[config.mk]
export PLATFORM = sky130hd
export DESIGN_NAME = time_keeper_flat
export DESIGN_NICKNAME = d
export VERILOG_FILES = /design/src/rtl/time_keeper_if.sv /design/src/rtl/time_keeper.sv /design/src/flat_wrapper.sv
export SDC_FILE = /design/constraint.sdc
export NUM_CORES = 1
export LEC_CHECK = 0
export ABC_CLOCK_PERIOD_IN_PS = 3300
export CORE_MARGIN = 1
export CORE_UTILIZATION = 46
export DETAILED_ROUTE_END_ITERATION = 10
export GPL_TIMING_DRIVEN = 0
export PLACE_DENSITY = 0.74
export SLEW_MARGIN = 20
export SYNTH_ARGS = -nofsm -noshare
export SYNTH_HDL_FRONTEND = slang
export SYNTH_SLANG_ARGS = --single-unit
export TNS_END_PERCENT = 20
[constraint.sdc]
create_clock -name i_clk -period 3.3 [get_ports i_clk]
set_input_delay 0.66 -clock i_clk [delete_from_list [all_inputs] [get_ports i_clk]]
set_output_delay 0.66 -clock i_clk [all_outputs]
set_load 0.02 [all_outputs]
[src/rtl/time_keeper_if.sv]
// time_keeper_if: button/tick inputs and BCD time outputs of the clock core
interface time_keeper_if;
  logic       i_tick_1hz;
  logic       i_btn_mode;
  logic       i_btn_inc;
  logic [7:0] o_hours_bcd;
  logic [7:0] o_minutes_bcd;
  logic [7:0] o_seconds_bcd;
  logic       o_pm;
  logic       o_set_hours;
  logic       o_set_minutes;
  logic       o_day_carry;
  modport master (
    output i_tick_1hz, i_btn_mode, i_btn_inc,
    input  o_hours_bcd, o_minutes_bcd, o_seconds_bcd, o_pm, o_set_hours, o_set_minutes, o_day_carry
  );
  modport slave (
    input  i_tick_1hz, i_btn_mode, i_btn_inc,
    output o_hours_bcd, o_minutes_bcd, o_seconds_bcd, o_pm, o_set_hours, o_set_minutes, o_day_carry
  );
endinterface

[src/rtl/time_keeper.sv]
// time_keeper: BCD time-of-day counter with button-driven hour/minute setting
module time_keeper #(
  parameter bit P_24H = 1'b1
) (
  input logic         i_clk,
  input logic         i_reset,
  time_keeper_if.slave tk
);
  typedef enum logic [1:0] {RUN = 2'b00, SET_HOURS = 2'b01, SET_MINUTES = 2'b10} state_t;
  localparam logic [7:0] HR_RST = P_24H ? 8'h00 : 8'h12;
  state_t     st_q, st_d;
  logic [7:0] hr_q, hr_d, mn_q, mn_d, sc_q, sc_d;
  logic       pm_q, pm_d, cy_q, cy_d;
  logic       sc_wrap, mn_wrap, hr_pm_edge;
  function automatic logic [7:0] inc_bcd(input logic [7:0] v);
    return v[3:0] == 4'd9 ? {v[7:4] + 4'd1, 4'd0} : v + 8'd1;
  endfunction
  function automatic logic [7:0] inc60(input logic [7:0] v);
    return v == 8'h59 ? 8'h00 : inc_bcd(v);
  endfunction
  function automatic logic [7:0] inc_hr(input logic [7:0] v);
    return P_24H ? (v == 8'h23 ? 8'h00 : inc_bcd(v)) : (v == 8'h12 ? 8'h01 : inc_bcd(v));
  endfunction
  always_ff @(posedge i_clk)
    st_q <= i_reset ? RUN : st_d;
  always_comb begin
    st_d = st_q;
    case (st_q)
      RUN:         st_d = tk.i_btn_mode ? SET_HOURS : RUN;
      SET_HOURS:   st_d = tk.i_btn_mode ? SET_MINUTES : SET_HOURS;
      SET_MINUTES: st_d = tk.i_btn_mode ? RUN : SET_MINUTES;
      default:     st_d = RUN;
    endcase
  end
  always_comb begin
    tk.o_set_hours   = st_q[0];
    tk.o_set_minutes = st_q[1];
  end
  assign sc_wrap    = sc_q == 8'h59;
  assign mn_wrap    = mn_q == 8'h59;
  assign hr_pm_edge = !P_24H && hr_q == 8'h11;
  // mode always wins over inc; ticks only count while running
  always_comb begin
    hr_d = hr_q;
    mn_d = mn_q;
    sc_d = sc_q;
    pm_d = pm_q;
    cy_d = 1'b0;
    case (st_q)
      RUN: if (tk.i_tick_1hz) begin
        sc_d = inc60(sc_q);
        mn_d = sc_wrap ? inc60(mn_q) : mn_q;
        hr_d = sc_wrap && mn_wrap ? inc_hr(hr_q) : hr_q;
        pm_d = sc_wrap && mn_wrap && hr_pm_edge ? ~pm_q : pm_q;
        cy_d = sc_wrap && mn_wrap && (P_24H ? hr_q == 8'h23 : hr_pm_edge && pm_q);
      end
      SET_HOURS: if (!tk.i_btn_mode && tk.i_btn_inc) begin
        hr_d = inc_hr(hr_q);
        pm_d = hr_pm_edge ? ~pm_q : pm_q;
      end
      SET_MINUTES: begin
        sc_d = tk.i_btn_mode ? 8'h00 : sc_q;
        mn_d = !tk.i_btn_mode && tk.i_btn_inc ? inc60(mn_q) : mn_q;
      end
      default: ;
    endcase
  end
  always_ff @(posedge i_clk)
    if (i_reset) begin
      hr_q <= HR_RST;
      mn_q <= 8'h00;
      sc_q <= 8'h00;
      pm_q <= 1'b0;
      cy_q <= 1'b0;
    end else begin
      hr_q <= hr_d;
      mn_q <= mn_d;
      sc_q <= sc_d;
      pm_q <= pm_d;
      cy_q <= cy_d;
    end
  assign tk.o_hours_bcd   = hr_q;
  assign tk.o_minutes_bcd = mn_q;
  assign tk.o_seconds_bcd = sc_q;
  assign tk.o_pm          = P_24H ? 1'b0 : pm_q;
  assign tk.o_day_carry   = cy_q;
endmodule

[src/flat_wrapper.sv]
// flat-port wrapper written by rule: the top's interface ports become plain ports
module time_keeper_flat 
#(
  parameter bit P_24H = 1'b1
)
  (i_clk, i_reset, tk_i_tick_1hz, tk_i_btn_mode, tk_i_btn_inc, tk_o_hours_bcd, tk_o_minutes_bcd, tk_o_seconds_bcd, tk_o_pm, tk_o_set_hours, tk_o_set_minutes, tk_o_day_carry);
  time_keeper_if tk_i ();
  input logic i_clk;
  input logic i_reset;
  input wire logic [$bits(tk_i.i_tick_1hz)-1:0] tk_i_tick_1hz;
  input wire logic [$bits(tk_i.i_btn_mode)-1:0] tk_i_btn_mode;
  input wire logic [$bits(tk_i.i_btn_inc)-1:0] tk_i_btn_inc;
  output wire logic [$bits(tk_i.o_hours_bcd)-1:0] tk_o_hours_bcd;
  output wire logic [$bits(tk_i.o_minutes_bcd)-1:0] tk_o_minutes_bcd;
  output wire logic [$bits(tk_i.o_seconds_bcd)-1:0] tk_o_seconds_bcd;
  output wire logic [$bits(tk_i.o_pm)-1:0] tk_o_pm;
  output wire logic [$bits(tk_i.o_set_hours)-1:0] tk_o_set_hours;
  output wire logic [$bits(tk_i.o_set_minutes)-1:0] tk_o_set_minutes;
  output wire logic [$bits(tk_i.o_day_carry)-1:0] tk_o_day_carry;
  assign tk_i.i_tick_1hz = tk_i_tick_1hz;
  assign tk_i.i_btn_mode = tk_i_btn_mode;
  assign tk_i.i_btn_inc = tk_i_btn_inc;
  assign tk_o_hours_bcd = tk_i.o_hours_bcd;
  assign tk_o_minutes_bcd = tk_i.o_minutes_bcd;
  assign tk_o_seconds_bcd = tk_i.o_seconds_bcd;
  assign tk_o_pm = tk_i.o_pm;
  assign tk_o_set_hours = tk_i.o_set_hours;
  assign tk_o_set_minutes = tk_i.o_set_minutes;
  assign tk_o_day_carry = tk_i.o_day_carry;
  time_keeper #(.P_24H(P_24H)) u_core (.i_clk(i_clk), .i_reset(i_reset), .tk(tk_i));
endmodule
==> impl_metrics.env, run 1 <==
export IMPL_dieHeight_um=60.6
export IMPL_grt_ovfl_total=0
export IMPL_synthFlopType="dfxtp_1"
export IMPL_insertion_delay_ns=0.32
export IMPL_slew_violations=0
export IMPL_hold_buffers=0
export IMPL_final_cell_count_no_fill=266
export IMPL_cp_arrival_ns=1.48
export IMPL_maxCapViolations=0
export IMPL_cts_made_buffers=3
export IMPL_worst_setup_path_end_kind="primary output"
export IMPL_yosysUniqueCellTypes=48
export IMPL_crit_fanout=7
export IMPL_viasPerCell=5.61
export IMPL_die_x_um=60.6
export IMPL_synth_seq_cells=27
export IMPL_p_per_area_mw_per_mm2=295
export IMPL_drive_gt1_frac=0.0586
export IMPL_period_needed_ns=2.14
export IMPL_fmax_mhz=468
export IMPL_finalWirelength_um=3610
export IMPL_worstPathRequired_ns=2.64
export IMPL_tightest_slew_ns=0.527
export IMPL_syn_nets=204
export IMPL_rrSetupSlack_ns=1.23
export IMPL_grt_total_usage=0.215
export IMPL_vias=1493
export IMPL_regToRegEndpoint="u_core.tk.o_minutes_bcd[2]$_SDFFE_PP0P_"
export IMPL_hold_path_depth=2
export IMPL_fin_nets=240
export IMPL_slew_headroom=0.649
export IMPL_ys_seq_area_frac=0.342
export IMPL_fin_setup_tns_ns=0
export IMPL_hold_path_class="flop to flop"
export IMPL_ioPinCount=33
export IMPL_post_cts_setup_buffers=0
export IMPL_syn_inst=187
export IMPL_routedWlPerCell_um=13.6
export IMPL_grt_pass1_vias=1327
export IMPL_root_buffer="clkbuf_4"
export IMPL_area_growth_pct=24.8
export IMPL_crit_family="buffers and inverters"
export IMPL_mostFrequentLayoutCells="clkdlybuf4s50_1, dfxtp_1, nand2_1"
export IMPL_finalHoldViolCount=0
export IMPL_seq_power_share=0.586
export IMPL_dp_cells=262
export IMPL_fin_crit_sh=0.647
export IMPL_power_static_leakage_nw=0.762
export IMPL_io_buffers=31
export IMPL_grt_max_degree=16
export IMPL_core_area_mm2=0.00315
export IMPL_fin_ws_ns=1.16
export IMPL_status="completed"
export IMPL_cts_sinks=27
export IMPL_cts_repair_resized=0
export IMPL_synthesis_area_mm2=0.00158
export IMPL_htreeDepth=1
export IMPL_gp_congestion=0.849
export IMPL_place_hpwl_um=2710
export IMPL_power_switching_mw=0.162
export IMPL_slowest_delay_ns=0.66
export IMPL_cts_max_path_buffers=2
export IMPL_critPathBufInv=1
export IMPL_rsz0062_at_grt="false"
export IMPL_holdCritStartpoint="u_core.tk.o_minutes_bcd[1]$_SDFFE_PP0P_"
export IMPL_p_sw_frac=0.278
export IMPL_start_util=0.502
export IMPL_r2r_cells=7
export IMPL_drcViolationCount=0
export IMPL_crit_type="flop to primary output"
export IMPL_crit_path_top_delay_cell="clkdlybuf4s50_1"
export IMPL_rows=20
export IMPL_crit_path_start_kind="flop"
export IMPL_p_int_mw=0.421
export IMPL_place_ws_ns=0.873
export IMPL_ys_warn_count=0
export IMPL_grt_pass1_wl_um=6000
export IMPL_cts_tree="yes"
export IMPL_path_cells="clkdlybuf4s50_1"
export IMPL_antenna_found_initial=0
export IMPL_drtAntennaViolNets=0
export IMPL_async_flop_share=0
export IMPL_setup_violations=0
export IMPL_syn_area_per_cell_um2=8.46
export IMPL_cts_clk_slew_worst_paths_ns=0.16
export IMPL_dieArea_mm2=0.00368
export IMPL_fin_skew_ns=0.0110
export IMPL_clock_power_share=0.249
export IMPL_min_to="u_core.tk.o_minutes_bcd[1]$_SDFFE_PP0P_"
export IMPL_combPwrFrac=0.165
export IMPL_ir_drop_mv=0.121
export IMPL_dr_pass1_iters=4
export IMPL_synth_edf_count=0
export IMPL_drtIter0Drc=68
export IMPL_layout_commonest_cell="clkdlybuf4s50_1"
export IMPL_worstReg2RegStart="u_core.tk.o_seconds_bcd[0]$_SDFFE_PP0P_"
export IMPL_startpoint="u_core.tk.o_seconds_bcd[4]$_SDFFE_PP0P_"
export IMPL_antenna_cells=0
power groups by stage:
stage               logic, mW  registers [mW]  clock network, mW
CTS                    0.0967           0.342              0.149
detailed placement     0.0961           0.349                  0
global placement       0.0936           0.348                  0
finish                 0.0965           0.342              0.145
global route            0.108           0.343              0.164
floorplan              0.0550           0.356                  0
Yosys cell counts, drive strengths merged, types with 3 or more instances:
library cell	n	area, um^2
a211oi	3	22.5
a21o	8	60.1
a21oi	15	78.8
a31o	3	26.3
and3	3	18.8
buf	5	33.8
clkbuf	5	18.8
dfxtp	27	541
ha	12	150
inv	7	26.3
nand2	18	67.6
nand3	6	30.0
nand4	6	37.5
nor2	12	45.0
nor2b	5	31.3
nor3	5	25.0
o21ai	3	15.0
o31ai	3	22.5
or3	5	31.3
xor2	5	43.8
metal layers:
layer / global-route usage / vias up / wire (um)
met5: 0 / - / 0
li1: - / 758 / -
met4: 0.0519 / 0 / 28
met3: 0.0362 / 4 / 137
met1: 0.286 / 704 / 1770
met2: 0.363 / 27 / 1680
flip-flops by register name (all words and copies together) (netlist names):
register and cells:
u_core.tk.o_hours_bcd 8, u_core.tk.o_day_carry 1, u_core.tk.o_seconds_bcd 8, u_core.tk.o_minutes_bcd 8, u_core.st_q 2
final cells by class:
cell class              count  area [um^2]
fillers                   305         1180
flip-flops and latches     27          541
repair buffers             31          310
plain buffers              10         52.6
clock inverters             1         5.00
multi-input cells         143          962
well taps                  44         55.1
clock buffers               3         22.5
inverters                   7         26.3
cells by family after synthesis:
family / count (synthesis) / synth area share
buffers and inverters: 17 / 0.0498
adder cells (fa/ha/maj): 12 / 0.0949
multiplexers: 2 / 0.0127
flip-flops: 27 / 0.342
other: 1 / 0.00237
AND/OR/NAND/NOR: 72 / 0.244
XOR/XNOR: 7 / 0.0388
AO/OA/AOI/OAI: 49 / 0.216
metrics by stage:
stage               power [mW]  instance area, um^2  hold slack [ns]  utilization
finish                   0.583                 1970            0.522        0.626
global route             0.615                 1970            0.558        0.626
CTS                      0.588                 1970            0.521        0.626
detailed placement       0.445                 1950            0.501        0.617
global placement         0.442                 1950            0.494        0.617
floorplan                0.411                 1580            0.562            -
worst max-delay path by stage:
stage	endpoint	slack, ns	cells past startpoint
after global routing	u_core.tk.o_minutes_bcd[3]$_SDFFE_PP0P_	1.04	7
after CTS	tk_o_hours_bcd[2]	1.16	1
after floorplan	u_core.tk.o_minutes_bcd[6]$_SDFFE_PP0P_	1.37	7
after global placement	u_core.tk.o_hours_bcd[3]$_SDFFE_PP0P_	0.87	7
final	tk_o_seconds_bcd[4]	1.16	1
after detailed placement	u_core.tk.o_hours_bcd[3]$_SDFFE_PP0P_	0.87	7
Power figures use the tool's default switching activity.
==> run 2, diff against run 1 <==
Settings changed: ABC_CLOCK_PERIOD_IN_PS 3300 to 2000.
Clock period 3.3 ns to 2 ns, I/O delays scaled along.
==> run 2 against run 1 <==
Critical path type is now flop to flop; die area stayed put; clock power is 66% higher; clock-buffer cell count stayed put; via count is 1.9% higher; first-iteration DRC count is 8.8% higher; setup slack worse by 1.1 ns; routed wire length is 0.47% higher; register-to-register slack worse by 1.1 ns; sequential power is 65% higher; non-clock buffer count is 3 higher; final cell count is 1.1% higher; worst hold slack worse by 0.030 ns.
==> impl_metrics.env, run 2 (synthesis gave the netlist of run 1 again) <==
export IMPL_status="completed"
export IMPL_worstReg2RegStart="u_core.tk.o_seconds_bcd[4]$_SDFFE_PP0P_"
export IMPL_grt_max_degree=16
export IMPL_area_growth_pct=28.9
export IMPL_drtIter0Drc=74
export IMPL_gp_congestion=0.849
export IMPL_whs_ns=0.492
export IMPL_setup_violations=0
export IMPL_crit_type="flop to flop"
export IMPL_tightest_slew_ns=0.534
export IMPL_cts_clk_slew_worst_paths_ns=0.15
export IMPL_dp_cells=262
export IMPL_finalWirelength_um=3630
export IMPL_vias=1521
export IMPL_cp_arrival_ns=2.18
export IMPL_grt_total_usage=0.215
export IMPL_antenna_found_initial=0
export IMPL_holdCritStartpoint="u_core.tk.o_minutes_bcd[1]$_SDFFE_PP0P_"
export IMPL_ioPinCount=33
export IMPL_fin_crit_sh=0.959
export IMPL_rsz0062_at_grt="true"
export IMPL_hold_buffers=0
export IMPL_start_util=0.502
export IMPL_ir_drop_mv=0.200
export IMPL_grt_pass1_vias=1327
export IMPL_p_per_area_mw_per_mm2=476
export IMPL_fin_nets=243
export IMPL_cts_max_path_buffers=2
export IMPL_viasPerCell=5.65
export IMPL_antenna_cells=0
export IMPL_core_area_mm2=0.00315
export IMPL_cts_tree="yes"
export IMPL_drtAntennaViolNets=0
export IMPL_final_cell_count_no_fill=269
export IMPL_fmax_mhz=521
export IMPL_dieHeight_um=60.6
export IMPL_crit_path_start_kind="flop"
export IMPL_worstPathRequired_ns=2.27
export IMPL_die_x_um=60.6
export IMPL_routedWlPerCell_um=13.5
export IMPL_io_buffers=31
export IMPL_power_static_leakage_nw=0.786
export IMPL_finalHoldViolCount=0
export IMPL_crit_fanout=7
export IMPL_fin_skew_ns=0.00915
export IMPL_htreeDepth=1
export IMPL_maxCapViolations=0
export IMPL_drive_gt1_frac=0.129
export IMPL_slew_violations=0
export IMPL_root_buffer="clkbuf_4"
export IMPL_rows=20
export IMPL_startpoint="u_core.tk.o_seconds_bcd[4]$_SDFFE_PP0P_"
export IMPL_cts_made_buffers=3
export IMPL_place_hpwl_um=2710
export IMPL_period_needed_ns=1.92
export IMPL_layout_commonest_cell="clkdlybuf4s50_1"
export IMPL_dieArea_mm2=0.00368
export IMPL_hold_path_class="flop to flop"
export IMPL_dr_pass1_iters=4
export IMPL_worst_setup_path_end_kind="flop"
export IMPL_slew_headroom=0.644
export IMPL_insertion_delay_ns=0.32
export IMPL_cts_sinks=27
export IMPL_grt_pass1_wl_um=6000
export IMPL_mostFrequentLayoutCells="clkdlybuf4s50_1, dfxtp_1, nand2_1"
export IMPL_drcViolationCount=0
export IMPL_grt_ovfl_total=0
run 2: changes by cell type in the layout (fill, tap and decap cells not counted), moves of 2 or more:
cell and change:
buf_4 +4, dfxtp_2 +5, dfxtp_4 +2, dfxtp_1 -7
run 2: report_power, final:
part | internal, mW | total, mW | switching [mW]
logic | 0.0748 | 0.166 | 0.0909
clock network | 0.0749 | 0.241 | 0.166
registers | 0.550 | 0.564 | 0.0137
total | 0.700 | 0.970 | 0.270
run 2: repair_timing:
item,in CTS,in global routing
hold endpoints to repair,0,0
pin swaps,0,2
buffers inserted,0,3
endpoints found under the setup margin,8,12
resized for setup,3,16
run 2: layout make-up:
class                      count  area [um^2]
sequential                    27          554
clock inverter                 1         5.00
buffer                        10         56.3
clock buffer                   3         22.5
inverter                       7         26.3
multi-input combinational    143          986
fill                         294         1110
tap                           44         55.1
timing repair buffer          34          333
run 2: worst max-delay path: stages, from the launching register on:
cell      delay [ns]
dfxtp_2         0.43
ha_1            0.16
and4b_2         0.26
nand4b_1        0.24
a21o_4          0.32
or3_1           0.32
a21oi_2         0.13
run 2: final timing paths:
path | endpoint | slack, ns | cells past startpoint
worst min register to register | u_core.tk.o_minutes_bcd[1]$_SDFFE_PP0P_ | 0.49 | 2
worst max-delay path | u_core.tk.o_minutes_bcd[0]$_SDFFE_PP0P_ | 0.08 | 6
worst min-delay path | u_core.tk.o_minutes_bcd[1]$_SDFFE_PP0P_ | 0.49 | 2
worst max register to register | u_core.tk.o_minutes_bcd[0]$_SDFFE_PP0P_ | 0.08 | 6
run 2: per-stage QoR:
step | total power [mW] | area, um^2 | setup TNS, ns | setup slack (ns) | util
after floorplan | 0.678 | 1580 | 0 | 0.0674 | -
after global placement | 0.729 | 1950 | -0.606 | -0.171 | 0.617
after detailed placement | 0.734 | 1950 | -1.04 | -0.167 | 0.617
after CTS | 0.970 | 1980 | 0 | 0.0287 | 0.627
after global routing | 1.03 | 2040 | -0.0209 | -0.0209 | 0.646
final | 0.970 | 2040 | 0 | 0.0813 | 0.646
run 2: metal layers:
layer  routed length, um  up-vias  track usage
met5                   0        -            0
met4                  28        0       0.0519
met3                 134        4       0.0362
met2                1690       31        0.363
met1                1780      726        0.286
li1                    -      760            -
